## src/rtl/count_down_pkg.sv

```systemverilog
`default_nettype none
// ============================================================================
//  Module      : count_down_pkg
//  Description : Shared state encoding, BCD constants and the BCD clamp
//                helper for the Count_down timer and display path.
//  Revision    : 1.0  initial release
// ============================================================================
package count_down_pkg;

  typedef enum logic [1:0] {
    ST_IDLE  = 2'd0,
    ST_RUN   = 2'd1,
    ST_PAUSE = 2'd2,
    ST_DONE  = 2'd3
  } state_t;

  localparam logic [3:0] BCD_MAX  = 4'd9;
  localparam logic [3:0] BCD_ZERO = 4'd0;

  // Saturate a nibble into the legal BCD range 0..9.
  function automatic logic [3:0] bcd_clamp(input logic [3:0] d);
    return (d > BCD_MAX) ? BCD_MAX : d;
  endfunction

endpackage
`default_nettype wire

```

## src/rtl/tick_prescaler.sv

```systemverilog
`default_nettype none
// ============================================================================
//  Module      : tick_prescaler
//  Description : Free-running 0..DIV-1 counter that pulses tick on the last
//                count. en freezes the count, clr forces it back to zero.
//  Revision    : 1.0  initial release
// ============================================================================
module tick_prescaler #(
  parameter int DIV = 4
) (
  input  logic clk,
  input  logic rst,
  input  logic en,
  input  logic clr,
  output logic tick
);

  localparam int             CW     = $clog2(DIV);
  localparam logic [CW-1:0]  C_LAST = CW'(DIV - 1);

  logic [CW-1:0] cnt_q;
  logic [CW-1:0] cnt_d;

  // Next count: clear wins, otherwise wrap at the last count while enabled.
  always_comb begin
    cnt_d = cnt_q;
    if (clr) begin
      cnt_d = '0;
    end else if (en) begin
      if (cnt_q == C_LAST) cnt_d = '0;
      else                 cnt_d = cnt_q + 1'b1;
    end
  end

  // Count register.
  always_ff @(posedge clk) begin
    if (rst) cnt_q <= '0;
    else     cnt_q <= cnt_d;
  end

  assign tick = en & ~clr & (cnt_q == C_LAST);

endmodule
`default_nettype wire

```

## src/rtl/countdown_bcd_timer.sv

```systemverilog
`default_nettype none
// ============================================================================
//  Module      : countdown_bcd_timer
//  Description : Two-digit BCD countdown core. Loads a clamped preset, counts
//                down once per TICK_DIV clocks under start/pause/clear control,
//                holds done at 00 and drives a timed alarm.
//  Revision    : 1.0  initial release
// ============================================================================
module countdown_bcd_timer
  import count_down_pkg::*;
#(
  parameter int TICK_DIV    = 1_000_000,
  parameter int ALARM_TICKS = 3
) (
  input  logic       clk,
  input  logic       rst,
  input  logic       start_pause,
  input  logic       clear,
  input  logic [3:0] preset_tens,
  input  logic [3:0] preset_ones,
  output logic [3:0] bcd_tens,
  output logic [3:0] bcd_ones,
  output logic       running,
  output logic       done,
  output logic       alarm
);

  // A zero-length alarm still needs a one-bit counter to keep widths legal.
  localparam int            AW        = (ALARM_TICKS > 0) ? $clog2(ALARM_TICKS + 1) : 1;
  localparam logic [AW-1:0] ALARM_END = AW'(ALARM_TICKS);
  localparam logic          ALARM_ON  = (ALARM_TICKS > 0);

  state_t        state_q, state_d;
  logic [3:0]    tens_q, tens_d;
  logic [3:0]    ones_q, ones_d;
  logic          alarm_q, alarm_d;
  logic [AW-1:0] acnt_q, acnt_d;

  logic          sp_prev_q, clr_prev_q;
  logic          start_edge_q, clear_edge_q;

  logic [3:0]    preset_t, preset_o;
  logic          preset_zero;
  logic          tick;
  logic          pre_en, pre_clr;

  assign preset_t    = bcd_clamp(preset_tens);
  assign preset_o    = bcd_clamp(preset_ones);
  assign preset_zero = (preset_t == BCD_ZERO) && (preset_o == BCD_ZERO);

  // Prescaler idles at zero outside counting so every run starts a full period;
  // in PAUSE it simply holds so a resume continues from the same phase.
  assign pre_en  = (state_q == ST_RUN) || (state_q == ST_DONE);
  assign pre_clr = (state_q == ST_IDLE);

  tick_prescaler #(
    .DIV (TICK_DIV)
  ) u_prescaler (
    .clk  (clk),
    .rst  (rst),
    .en   (pre_en),
    .clr  (pre_clr),
    .tick (tick)
  );

  // Button rising-edge detection; prev resets high so a held button is not an edge.
  always_ff @(posedge clk) begin
    if (rst) begin
      sp_prev_q    <= 1'b1;
      clr_prev_q   <= 1'b1;
      start_edge_q <= 1'b0;
      clear_edge_q <= 1'b0;
    end else begin
      sp_prev_q    <= start_pause;
      clr_prev_q   <= clear;
      start_edge_q <= start_pause & ~sp_prev_q;
      clear_edge_q <= clear & ~clr_prev_q;
    end
  end

  // Next-state, BCD decrement and alarm timing; clear outranks start.
  always_comb begin
    state_d = state_q;
    tens_d  = tens_q;
    ones_d  = ones_q;
    alarm_d = alarm_q;
    acnt_d  = acnt_q;
    case (state_q)
      ST_IDLE: begin
        tens_d  = preset_t;
        ones_d  = preset_o;
        alarm_d = 1'b0;
        acnt_d  = '0;
        if (start_edge_q && !clear_edge_q && !preset_zero) state_d = ST_RUN;
      end
      ST_RUN: begin
        if (clear_edge_q) begin
          state_d = ST_IDLE;
          tens_d  = preset_t;
          ones_d  = preset_o;
        end else begin
          if (start_edge_q) state_d = ST_PAUSE;
          if (tick && !((tens_q == BCD_ZERO) && (ones_q == BCD_ZERO))) begin
            if (ones_q != BCD_ZERO) begin
              ones_d = ones_q - 4'd1;
            end else begin
              ones_d = BCD_MAX;
              tens_d = tens_q - 4'd1;
            end
            // Reaching 00 takes precedence over a coincident pause.
            if ((tens_q == BCD_ZERO) && (ones_q == 4'd1)) begin
              state_d = ST_DONE;
              alarm_d = ALARM_ON;
              acnt_d  = '0;
            end
          end
        end
      end
      ST_PAUSE: begin
        if (clear_edge_q) begin
          state_d = ST_IDLE;
          tens_d  = preset_t;
          ones_d  = preset_o;
        end else if (start_edge_q) begin
          state_d = ST_RUN;
        end
      end
      ST_DONE: begin
        tens_d = BCD_ZERO;
        ones_d = BCD_ZERO;
        if (clear_edge_q || start_edge_q) begin
          state_d = ST_IDLE;
          tens_d  = preset_t;
          ones_d  = preset_o;
          alarm_d = 1'b0;
          acnt_d  = '0;
        end else if (tick && alarm_q) begin
          acnt_d = acnt_q + 1'b1;
          if ((acnt_q + 1'b1) == ALARM_END) alarm_d = 1'b0;
        end
      end
      default: state_d = ST_IDLE;
    endcase
  end

  // State, digit and alarm registers.
  always_ff @(posedge clk) begin
    if (rst) begin
      state_q <= ST_IDLE;
      tens_q  <= BCD_ZERO;
      ones_q  <= BCD_ZERO;
      alarm_q <= 1'b0;
      acnt_q  <= '0;
    end else begin
      state_q <= state_d;
      tens_q  <= tens_d;
      ones_q  <= ones_d;
      alarm_q <= alarm_d;
      acnt_q  <= acnt_d;
    end
  end

  assign bcd_tens = tens_q;
  assign bcd_ones = ones_q;
  assign running  = (state_q == ST_RUN);
  assign done     = (state_q == ST_DONE);
  assign alarm    = alarm_q;

endmodule
`default_nettype wire

```

## config.mk

```make
export PLATFORM = sky130hd
export DESIGN_NAME = countdown_bcd_timer
export DESIGN_NICKNAME = d
export VERILOG_FILES = /design/src/rtl/count_down_pkg.sv /design/src/rtl/tick_prescaler.sv /design/src/rtl/countdown_bcd_timer.sv
export SDC_FILE = /design/constraint.sdc
export NUM_CORES = 1
export LEC_CHECK = 0
export ABC_AREA = 1
export BUFFER_PORTS_ARGS = -buffer_cell sky130_fd_sc_hd__buf_2
export CORE_AREA = 3 3 73 75
export CTS_CLUSTER_SIZE = 12
export DETAILED_ROUTE_END_ITERATION = 6
export DIE_AREA = 0 0 76 78
export GPL_TIMING_DRIVEN = 0
export PLACE_DENSITY_LB_ADDON = 0.12
export SLEW_MARGIN = 20
export SYNTH_ARGS = -nofsm -noshare
export SYNTH_HDL_FRONTEND = slang
export SYNTH_HIERARCHICAL = 1
export SYNTH_SLANG_ARGS = --single-unit
```

## constraint.sdc

```tcl
create_clock -name clk -period 3.2 [get_ports clk]
set_clock_uncertainty 0.15 [all_clocks]
set_input_delay 0.32 -clock clk [delete_from_list [all_inputs] [get_ports clk]]
set_output_delay 0.32 -clock clk [all_outputs]
set_load 0.02 [all_outputs]
```

==> metrics.cfg <==
[worst_hold_path]
min_from = clear
hold-path-endpoint = clr_prev_q$_SDFF_PP1_
whs_path_depth = 3
holdCritPathClass = input pin to flop

[logic_synthesis]
synthXorXnorAreaFrac_pct = 3.07
avgSynthCellArea_um2 = 6.41
syn_nets = 374
synth_top_family_by_area = simple AND/OR/NAND/NOR gates
postSynthCellCount = 356
synth_seq_cells = 37
synth_common_cells = nand2_1 (83), nor2_1 (60), inv_1 (44), dfxtp_1 (37), nand3_1 (27)
synth-edff-count = 0
ys_async_sr_fraction_pct = 0
yosys_most_used_dff = dfxtp_1
synth_area_um2 = 2280
synth.largest_area_cell = dfxtp_1
yosys.area_share.simple_pct = 40.9
yosys_warnings = 6
synth.top_cells.by_area = dfxtp_1 (32%), nand2_1 (14%), nor2_1 (9.9%)
synth_fa_ha_area_share_pct = 3.29
yosysMostFrequentCell = nand2_1
synth_cell_types = 30
yosysTopAreaCellShare_pct = 32.4
synth_compound_area_share_pct = 9.86
seq_area_frac_synth_pct = 32.4
synthMuxAreaShare_pct = 0.438

[setup_path]
worstSetupPathDepth = 15
cpMaxStageDelayCell = dfxtp_1
crit_family = simple AND/OR/NAND/NOR gates
timing.rr.end = bcd_tens[3]$_SDFFE_PP0P_
r2r_setup_slack_ns = 0.74
startpoint_type = flop
end_kind = flop
timing.critical_path.buf_inv = 4
required_ns = 3.23
arrival_ns = 2.49
cp_cell_sequence = dlygate4sd1_1, buf_6, inv_4, nor2_1, nand2_1, nor2_1, nand3_1, nor2_1, nand2_1, nand2_1, nand2_1, nor2_4, inv_1, nor2_1, nor2_1
timing.rr.start = state_q[0]$_SDFFE_PP0P_
path_common_cell = nor2_1
worst-r2r-cell-count = 15
critPathMaxStageDelay_ns = 0.40
path_max_fanout = 8
crit_type = flop to flop

[grt]
grt_use_total_pct = 17.7
first_global_vias = 1933
grt_pass1_wl_um = 8530
grt_overflow = 0
grt_max_degree = 11
grt_antenna_before_repair = 0

[run_status]
outcome = completed

[job]
maxCapViolations = 0

[routing]
drc = 0
ant_nets = 0
vias = 2188
viasPerCell = 4.84
dr.first_iter.drc_count = 126
first_pass_iters = 4
drt_wl_total_um = 5060
wl_per_cell_um = 11.2

[placement]
dpl-instance-area_um2 = 2480
dp.cells = 445
portBuffers = 22
dp_hpwl_um = 3900
gp_congestion = 0.936

[cells_and_area]
regArea_um2 = 741
final_area_um2 = 2560
multi_input_area_um2 = 1310
area_delta_synth_final_pct = 12.3
diodes = 0
instances_no_fill = 452
drive_gt1_share_pct = 16.9
nets = 403
fillerInstances = 491

[sta]
max_clock_freq_mhz = 407
rsz0062_at_grt = false
fin_crit_sh_pct = 76.8
setup_viol = 0
slew_headroom_pct = 72.3
final_hold_viol_count = 0
max_slew.worst_pin.slew_ns = 0.415
period_needed_ns = 2.46
drv_slew = 0
tns_ns = 0

[die]
start_util_pct = 48.3
pin_count = 23
coreArea_um2 = 4720
die_y_um = 78
dieArea_um2 = 5930
rows = 25
die_w_um = 76

[power_and_ir_drop]
power_per_cell_area_nw_per_um2 = 370
ir_drop_uv = 190
p_leak_uw = 0.00108

[clock_network]
cts_tree = done
cts_buffer_depth = 2
post-cts-setup-buffer-count = 0
clock_sinks = 37
cts_resized = 0
root_buffer = clkbuf_8
cts_buffers = 5
cts-hold-fix-buffers = 0
htreeDepth = 2
clkSlewWorstSetupHoldPaths_ns = 0.07
clk_latency_ns = 0.29

## state kept, by name (all words and copies together), names as in the netlist
| signal | cells |
|---|---|
| u_prescaler/cnt_q | 20 |
| bcd_ones | 4 |
| bcd_tens | 4 |
| acnt_q | 2 |
| state_q | 2 |
| alarm | 1 |
| clear_edge_q | 1 |
| clr_prev_q | 1 |
| sp_prev_q | 1 |
| start_edge_q | 1 |
## layout make-up
type / count / share of cell area [%]
Buffer: 4 / 1.37
Multi-Input combinational cell: 264 / 51.2
Tap cell: 67 / 3.27
Inverter: 51 / 7.56
Timing Repair Buffer: 22 / 4.29
Sequential cell: 37 / 28.9
Clock buffer: 7 / 3.37
## metal layers
metal | track usage, % | up-vias | routed length, um
met5 | 0 | - | 0
met4 | 4.89 | 0 | 51
met3 | 4.06 | 4 | 214
met2 | 28.3 | 32 | 2200
met1 | 24.0 | 984 | 2590
li1 | - | 1168 | -
## cells in the final DEF, fill, tap and decap left out, types with 2 or more instances in the layout
master / instances
a21oi_1: 17
a22oi_1: 2
buf_2: 22
buf_6: 2
clkbuf_1: 2
clkbuf_8: 6
clkinv_1: 2
dfxtp_1: 37
ha_1: 6
inv_1: 44
inv_2: 4
nand2_1: 83
nand2_2: 7
nand2_4: 2
nand3_1: 27
nand4_1: 3
nor2_1: 60
nor2_2: 12
nor2_4: 5
nor3_1: 4
o21ai_0: 18
o21bai_1: 2
or2_2: 3
xor2_1: 7
## per-stage QoR
step | hold WS, ns | utilization [%] | power [uW] | setup slack (ns)
5_1_grt | 0.0704 | 54.3 | 999 | 0.495
6_report | 0.0669 | 54.3 | 948 | 0.741
3_5_place_dp | 0.235 | 52.5 | 620 | 0.784
3_3_place_gp | 0.227 | 52.5 | 620 | 0.812
2_1_floorplan | 0.224 | - | 583 | 1.15
4_1_cts | 0.0605 | 54.3 | 962 | 0.768
## worst min-delay path, cell delays in order
cell and delay, ns:
buf_2 0.07, inv_1 0.04, nand2_1 0.04
## power breakdown
group / internal (uW) / leakage, uW / switching [uW]
registers: 472 / 0.000301 / 12.8
clock network: 171 / 0.0000443 / 166
logic: 45.5 / 0.000732 / 79.2
## worst max-delay path by stage
stage / startpoint / to / slack [ns]
floorplan: state_q[0]$_SDFFE_PP0P_ / bcd_tens[2]$_SDFFE_PP0P_ / 1.15
global placement: state_q[0]$_SDFFE_PP0P_ / bcd_tens[3]$_SDFFE_PP0P_ / 0.81
detailed placement: state_q[0]$_SDFFE_PP0P_ / bcd_tens[2]$_SDFFE_PP0P_ / 0.78
CTS: state_q[0]$_SDFFE_PP0P_ / bcd_tens[3]$_SDFFE_PP0P_ / 0.77
global route: state_q[0]$_SDFFE_PP0P_ / bcd_tens[1]$_SDFFE_PP0P_ / 0.49
finish: state_q[0]$_SDFFE_PP0P_ / bcd_tens[3]$_SDFFE_PP0P_ / 0.74
## logic make-up (layout without fill, tap and decap cells)
kind of cell,after synthesis,in the layout
mux,1,1
flops,37,37
xor+xnor,8,8
compound gates,42,42
simple gates,207,207
buf+inv,55,84
fa+ha+maj,6,6
(Power assumes the default switching activity.)
